$ cat src/rtl/enc_arbiter_if.sv
// enc_arbiter_if: enable/request inputs and registered grant/segment outputs of enc_arbiter.
interface enc_arbiter_if;
    logic       i_en;
    logic [7:0] i_req;
    logic [7:0] o_gnt;
    logic [2:0] o_gnt_idx;
    logic       o_gnt_valid;
    logic [7:0] o_seg;

    modport master (output i_en, i_req, input  o_gnt, o_gnt_idx, o_gnt_valid, o_seg);
    modport slave  (input  i_en, i_req, output o_gnt, o_gnt_idx, o_gnt_valid, o_seg);
endinterface

$ cat src/rtl/enc_arbiter.sv
// enc_arbiter: registered round-robin arbiter over eight requesters with bounded hold and 7-seg output.
// Define ENC_ARB_SEG_EN to build the segment decode register; otherwise o_seg is tied to 8'hFF.
module enc_arbiter #(
    parameter int unsigned HOLD_CYCLES = 4
) (
    input  logic         i_clk,
    input  logic         i_rst_n,
    enc_arbiter_if.slave bus
);
    localparam int unsigned       CNT_W   = (HOLD_CYCLES > 1) ? $clog2(HOLD_CYCLES) : 1;
    localparam logic [CNT_W-1:0]  CNT_MAX = CNT_W'(HOLD_CYCLES - 1);

    typedef enum logic {S_IDLE, S_GRANT} state_t;

    state_t           r_state, w_state_nx;
    logic [2:0]       r_ptr, w_ptr_nx;
    logic [CNT_W-1:0] r_cnt, w_cnt_nx;
    logic [7:0]       r_gnt, w_gnt_nx;
    logic [2:0]       r_idx, w_idx_nx;
    logic             r_valid, w_valid_nx;
    logic [2:0]       w_win;
    logic             w_win_found;
    logic [7:0]       w_others;
    logic             w_exit;

    // First set request bit walking upward from the pointer, wrapping 7 -> 0.
    always_comb begin
        w_win       = '0;
        w_win_found = 1'b0;
        for (int unsigned k = 0; k < 8; k++) begin
            if (!w_win_found && bus.i_req[r_ptr + 3'(k)]) begin
                w_win       = r_ptr + 3'(k);
                w_win_found = 1'b1;
            end
        end
    end

    assign w_others = bus.i_req & ~(8'b1 << r_idx);
    assign w_exit   = !bus.i_en || !bus.i_req[r_idx] || ((r_cnt == CNT_MAX) && (w_others != '0));

    always_comb begin
        w_state_nx = r_state;
        w_ptr_nx   = r_ptr;
        w_cnt_nx   = r_cnt;
        w_gnt_nx   = r_gnt;
        w_idx_nx   = r_idx;
        w_valid_nx = r_valid;
        case (r_state)
            S_IDLE: begin
                if (bus.i_en && w_win_found) begin
                    w_state_nx = S_GRANT;
                    w_gnt_nx   = 8'b1 << w_win;
                    w_idx_nx   = w_win;
                    w_valid_nx = 1'b1;
                    w_cnt_nx   = '0;
                end
            end
            S_GRANT: begin
                if (w_exit) begin
                    w_state_nx = S_IDLE;
                    w_gnt_nx   = '0;
                    w_valid_nx = 1'b0;
                    w_ptr_nx   = r_idx + 3'd1;
                end else if (r_cnt != CNT_MAX) begin
                    w_cnt_nx = r_cnt + 1'b1;
                end
            end
            default: w_state_nx = S_IDLE;
        endcase
    end

    always_ff @(posedge i_clk or negedge i_rst_n) begin
        if (!i_rst_n) begin
            r_state <= S_IDLE;
            r_ptr   <= '0;
            r_cnt   <= '0;
            r_gnt   <= '0;
            r_idx   <= '0;
            r_valid <= 1'b0;
        end else begin
            r_state <= w_state_nx;
            r_ptr   <= w_ptr_nx;
            r_cnt   <= w_cnt_nx;
            r_gnt   <= w_gnt_nx;
            r_idx   <= w_idx_nx;
            r_valid <= w_valid_nx;
        end
    end

    assign bus.o_gnt       = r_gnt;
    assign bus.o_gnt_idx   = r_idx;
    assign bus.o_gnt_valid = r_valid;

`ifdef ENC_ARB_SEG_EN
    logic [7:0] r_seg, w_seg_nx;

    // Decoded from next-state values so the pattern lands on the same edge as the grant.
    always_comb begin
        w_seg_nx = 8'hFF;
        if (w_valid_nx) begin
            case (w_idx_nx)
                3'd0: w_seg_nx = 8'h02;
                3'd1: w_seg_nx = 8'h9F;
                3'd2: w_seg_nx = 8'h25;
                3'd3: w_seg_nx = 8'h0D;
                3'd4: w_seg_nx = 8'h99;
                3'd5: w_seg_nx = 8'h49;
                3'd6: w_seg_nx = 8'h41;
                3'd7: w_seg_nx = 8'h1F;
            endcase
        end
    end

    always_ff @(posedge i_clk or negedge i_rst_n) begin
        if (!i_rst_n) begin
            r_seg <= 8'hFF;
        end else begin
            r_seg <= w_seg_nx;
        end
    end

    assign bus.o_seg = r_seg;
`else
    assign bus.o_seg = 8'hFF;
`endif

endmodule
$ cat src/flat_wrapper.sv
// flat-port wrapper written by rule: the top's interface ports become plain ports
module enc_arbiter_flat 
#(
    parameter int unsigned HOLD_CYCLES = 4
)
  (i_clk, i_rst_n, bus_i_en, bus_i_req, bus_o_gnt, bus_o_gnt_idx, bus_o_gnt_valid, bus_o_seg);
  enc_arbiter_if bus_i ();
  input  logic i_clk;
  input  logic i_rst_n;
  input wire logic [$bits(bus_i.i_en)-1:0] bus_i_en;
  input wire logic [$bits(bus_i.i_req)-1:0] bus_i_req;
  output wire logic [$bits(bus_i.o_gnt)-1:0] bus_o_gnt;
  output wire logic [$bits(bus_i.o_gnt_idx)-1:0] bus_o_gnt_idx;
  output wire logic [$bits(bus_i.o_gnt_valid)-1:0] bus_o_gnt_valid;
  output wire logic [$bits(bus_i.o_seg)-1:0] bus_o_seg;
  assign bus_i.i_en = bus_i_en;
  assign bus_i.i_req = bus_i_req;
  assign bus_o_gnt = bus_i.o_gnt;
  assign bus_o_gnt_idx = bus_i.o_gnt_idx;
  assign bus_o_gnt_valid = bus_i.o_gnt_valid;
  assign bus_o_seg = bus_i.o_seg;
  enc_arbiter #(.HOLD_CYCLES(HOLD_CYCLES)) u_core (.i_clk(i_clk), .i_rst_n(i_rst_n), .bus(bus_i));
endmodule
$ cat config.mk
export PLATFORM = sky130hd
export DESIGN_NAME = enc_arbiter_flat
export DESIGN_NICKNAME = d
export VERILOG_FILES = /design/src/rtl/enc_arbiter_if.sv /design/src/rtl/enc_arbiter.sv /design/src/flat_wrapper.sv
export SDC_FILE = /design/constraint.sdc
export NUM_CORES = 1
export LEC_CHECK = 0
export BUFFER_PORTS_ARGS = -buffer_cell sky130_fd_sc_hd__buf_2
export CORE_MARGIN = 4
export CORE_UTILIZATION = 62
export DETAILED_ROUTE_END_ITERATION = 12
export GPL_ROUTABILITY_DRIVEN = 0
export HOLD_SLACK_MARGIN = 0.08
export PLACE_DENSITY_LB_ADDON = 0.12
export SYNTH_ARGS = -nofsm -noshare
export SYNTH_HDL_FRONTEND = slang
export SYNTH_SLANG_ARGS = --single-unit
$ cat constraint.sdc
create_clock -name i_clk -period 6.2 [get_ports i_clk]
set_clock_uncertainty 0.05 [all_clocks]
set_input_delay 1.24 -clock i_clk [delete_from_list [all_inputs] [get_ports i_clk]]
set_output_delay 1.24 -clock i_clk [all_outputs]
set_load 0.01 [all_outputs]
==> flow_metrics.py <==
metrics = {
    "outcome": {
        "status": "complete, no violations",
    },
    "clock_tree": {
        "cts_setup_buffers": 0,
        "clockBufferDepth": 2,
        "cts_tree": "done",
        "cts_buffers": 3,
        "htree_num_levels": 1,
        "cts_sinks": 18,
        "clk_latency_ns": 0.30,
        "cts_resized": 0,
        "clk_pin_slew_ns": 0.10,
        "cts_hold_buf": 0,
        "clockRootBuffer": "clkbuf_4",
    },
    "floorplan": {
        "fp.coreArea_um2": 3128,
        "num_io_pins": 31,
        "die_h_um": 65.79,
        "num_rows": 20,
        "initial_core_util_pct": 66.20,
        "fp.dieArea_um2": 4328,
        "die_w_um": 65.79,
    },
    "global_route": {
        "antenna_found_initial": 0,
        "grt_pass1_vias": 1820,
        "track_usage_pct": 25.44,
        "grt_overflow": 0,
        "grt_max_degree": 23,
        "grt_pass1_wl_um": 8611,
    },
    "synthesis": {
        "syn_area_um2": 2071,
        "syn_inst": 218,
        "synth_compound_area_share_pct": 20.00,
        "synth_top_family_by_area": "multiplexers",
        "synthAdderAreaFrac_pct": 5.438,
        "async_flop_share_pct": 100.0,
        "yosysWarnings": 0,
        "yosysUniqueCellTypes": 54,
        "synth_seq_cells": 18,
        "synth_xor_area_share_pct": 0.8459,
        "yosys-mux-area-fraction_pct": 27.61,
        "avgSynthCellArea_um2": 9.499,
        "synth-edff-count": 0,
        "ys_seq_area_share_pct": 21.75,
        "synth_flop_cell": "dfrtp_1",
        "yosys.area_share.simple_pct": 15.77,
    },
    "critical_path": {
        "worstReg2RegStart": "u_core.r_ptr[1]",
        "worstPathArrival_ns": 4.09,
        "slowest_delay_ns": 0.67,
        "crit_required_ns": 6.36,
        "crit_slowest_cell": "dfrtp_1",
        "worstPathCellList": "inv_2 > ha_1 > mux4_2 > mux2i_1 > and3_1 > o31ai_1 > a221oi_2 > o22ai_1 > o31ai_1",
        "cpMostUsedCell": "o31ai_1",
        "worstRegToRegCells": 9,
        "criticalPathCategory": "reg2reg",
        "end_kind": "flop",
        "r2r-end": "u_core.bus.o_gnt[3]",
        "r2r_slack_ns": 2.27,
        "path_max_fanout": 14,
        "startpoint_type": "flop",
    },
    "layout": {
        "utilization_pct": 69.84,
        "final_area_um2": 2185,
        "final_nets": 253,
        "seq_area_um2": 450.4,
        "fill_cells": 250,
        "multi_input_comb_area_um2": 1473,
        "diodes": 0,
        "layout-drive-gt1-share_pct": 25.00,
        "layout-area-overhead-vs-synth_pct": 5.499,
    },
    "routing": {
        "drt_iter0_markers": 242,
        "ant_nets": 0,
        "finalWirelength_um": 5164,
        "wl_per_cell_um": 18.71,
        "drc": 0,
        "firstDrtPassIters": 4,
        "num_vias": 1842,
        "post_drt_via_cell_ratio": 6.674,
    },
    "min_path": {
        "min_path_type": "reg2reg",
        "worstHoldStart": "u_core.bus.o_gnt_valid",
        "min_to": "u_core.bus.o_gnt_valid",
        "min_path_cells": 2,
    },
    "power_and_ir_drop": {
        "vdd_drop_max_mv": 0.2892,
        "p_per_area_nw_per_um2": 614.6,
        "p_leak_nw": 0.9794,
    },
    "timing": {
        "fmax_mhz": 254.1,
        "final-setup-viol-count": 0,
        "timing.final.crit_share_pct": 63.47,
        "slew_headroom_pct": 30.18,
        "fin_crit_ns": 3.935,
        "hold_viol_final": 0,
        "rsz0062_at_grt": "false",
        "final.setup.tns_ns": 0,
        "tightestPinTransition_ns": 1.040,
        "slew_violations": 0,
    },
    "placed_design": {
        "hpwl_um": 3891,
        "dpl_cell_area_um2": 2148,
        "port_buffers": 22,
    },
    "job": {
        "drv_cap": 0,
    },
}
==> cells in the final DEF, fill, tap and decap left out, types with 2 or more instances in the layout <==
cell / count
nand2_1: 25
buf_2: 22
dfrtp_1: 18
mux4_2: 15
inv_1: 12
o31ai_1: 12
mux2i_1: 11
nand3_1: 10
ha_1: 9
nor2_1: 8
conb_1: 8
o21ai_0: 7
mux2_2: 6
nand4_1: 6
a21oi_1: 5
o21ai_1: 3
o21a_1: 3
o22ai_1: 3
nor3_1: 3
and2_1: 3
clkbuf_4: 3
mux2_4: 2
a21boi_0: 2
o22a_1: 2
a31oi_1: 2
a221oi_1: 2
and3_1: 2
o211ai_1: 2
a21o_1: 2
==> metrics by stage <==
step	cells	worst slack (ns)	power [mW]	hold WS, ns
final	276	2.265	1.343	0.4349
after global routing	276	2.002	1.444	0.4810
after CTS	276	2.320	1.329	0.4401
after detailed placement	272	2.344	1.251	0.4088
after global placement	272	2.446	1.217	0.4158
after floorplan	225	2.782	1.043	0.4097
==> registers in the layout (all words and copies together), names as in the netlist <==
| signal | flops |
|---|---|
| u_core.r_ptr | 3 |
| u_core.r_state | 1 |
| u_core.bus.o_gnt | 8 |
| u_core.r_cnt | 2 |
| u_core.bus.o_gnt_valid | 1 |
| u_core.bus.o_gnt_idx | 3 |
==> cells in the mapped netlist (all sizes together), types with 2 or more instances <==
master | number | share of area, %
ha | 9 | 5.4
and3 | 2 | 0.60
o22ai | 3 | 0.91
dfrtp | 18 | 22
or3 | 2 | 0.85
o22a | 3 | 1.7
o31ai | 12 | 4.4
a31oi | 2 | 0.60
a21oi | 5 | 1.2
a221oi | 3 | 1.6
a21boi | 2 | 0.72
nor3 | 3 | 0.72
clkbuf | 6 | 1.2
mux2i | 11 | 5.3
o21a | 3 | 1.1
o211ai | 3 | 1.3
mux2 | 8 | 4.7
buf | 14 | 4.7
and2 | 3 | 0.91
a21o | 2 | 0.72
nand4 | 6 | 1.8
o21ai | 10 | 2.4
nor2 | 9 | 2.4
nand2 | 26 | 5.1
inv | 13 | 2.4
mux4 | 16 | 18
nand3 | 10 | 2.4
==> cells by family after synthesis <==
kind of cell / Yosys count
AO/OA/AOI/OAI: 55
XOR/XNOR: 2
adder cells (fa/ha/maj): 9
buffers and inverters: 34
flip-flops: 18
multiplexers: 35
other: 1
AND/OR/NAND/NOR: 64
==> how the worst max path moves through the flow <==
stage               startpoint  slack (ns)                   to  cells after the start
3_3_place_gp   u_core.r_ptr[1]        2.45  u_core.bus.o_gnt[3]                      9
4_1_cts        u_core.r_ptr[1]        2.32  u_core.bus.o_gnt[0]                      9
2_1_floorplan     bus_i_req[0]        2.78  u_core.bus.o_gnt[6]                      8
6_report       u_core.r_ptr[1]        2.27  u_core.bus.o_gnt[3]                      9
3_5_place_dp   u_core.r_ptr[1]        2.34  u_core.bus.o_gnt[2]                      9
5_1_grt        u_core.r_ptr[1]        2.00  u_core.bus.o_gnt[3]                      9
==> layer usage <==
metal  up-vias  share of wire (%)  global-route usage (%)
li1        842                  -                       -
met1       894                 40                   33.19
met2        88                 50                   42.30
met3        18                7.0                   3.231
met4         0                2.3                   10.88
met5         -                  0                       0
==> layout make-up <==
| cell class | count | area share, % |
|---|---|---|
| tap | 44 | 2.520 |
| sequential | 18 | 20.62 |
| clock buffer | 4 | 1.661 |
| timing repair buffer | 23 | 5.384 |
| inverter | 14 | 2.405 |
| multi-input combinational | 173 | 67.41 |
==> where the power goes <==
part           switching (mW)  total [mW]  internal, mW  leakage, nW
registers              0.0692       0.230         0.161        0.235
clock network          0.0368      0.0726        0.0359       0.0210
logic                   0.600        1.04         0.440        0.723
total                   0.706        1.34         0.637        0.979
==> critical path, delay by kind of cell (launching register included) <==
kind,cells,cell delay (ns)
multiplexers,2,1.03
AO/OA/AOI/OAI,4,0.95
flip-flops,1,0.67
adder cells (fa/ha/maj),1,0.66
AND/OR/NAND/NOR,1,0.26
buffers and inverters,1,0.22
Note: power is estimated with default switching activity, not from simulation.
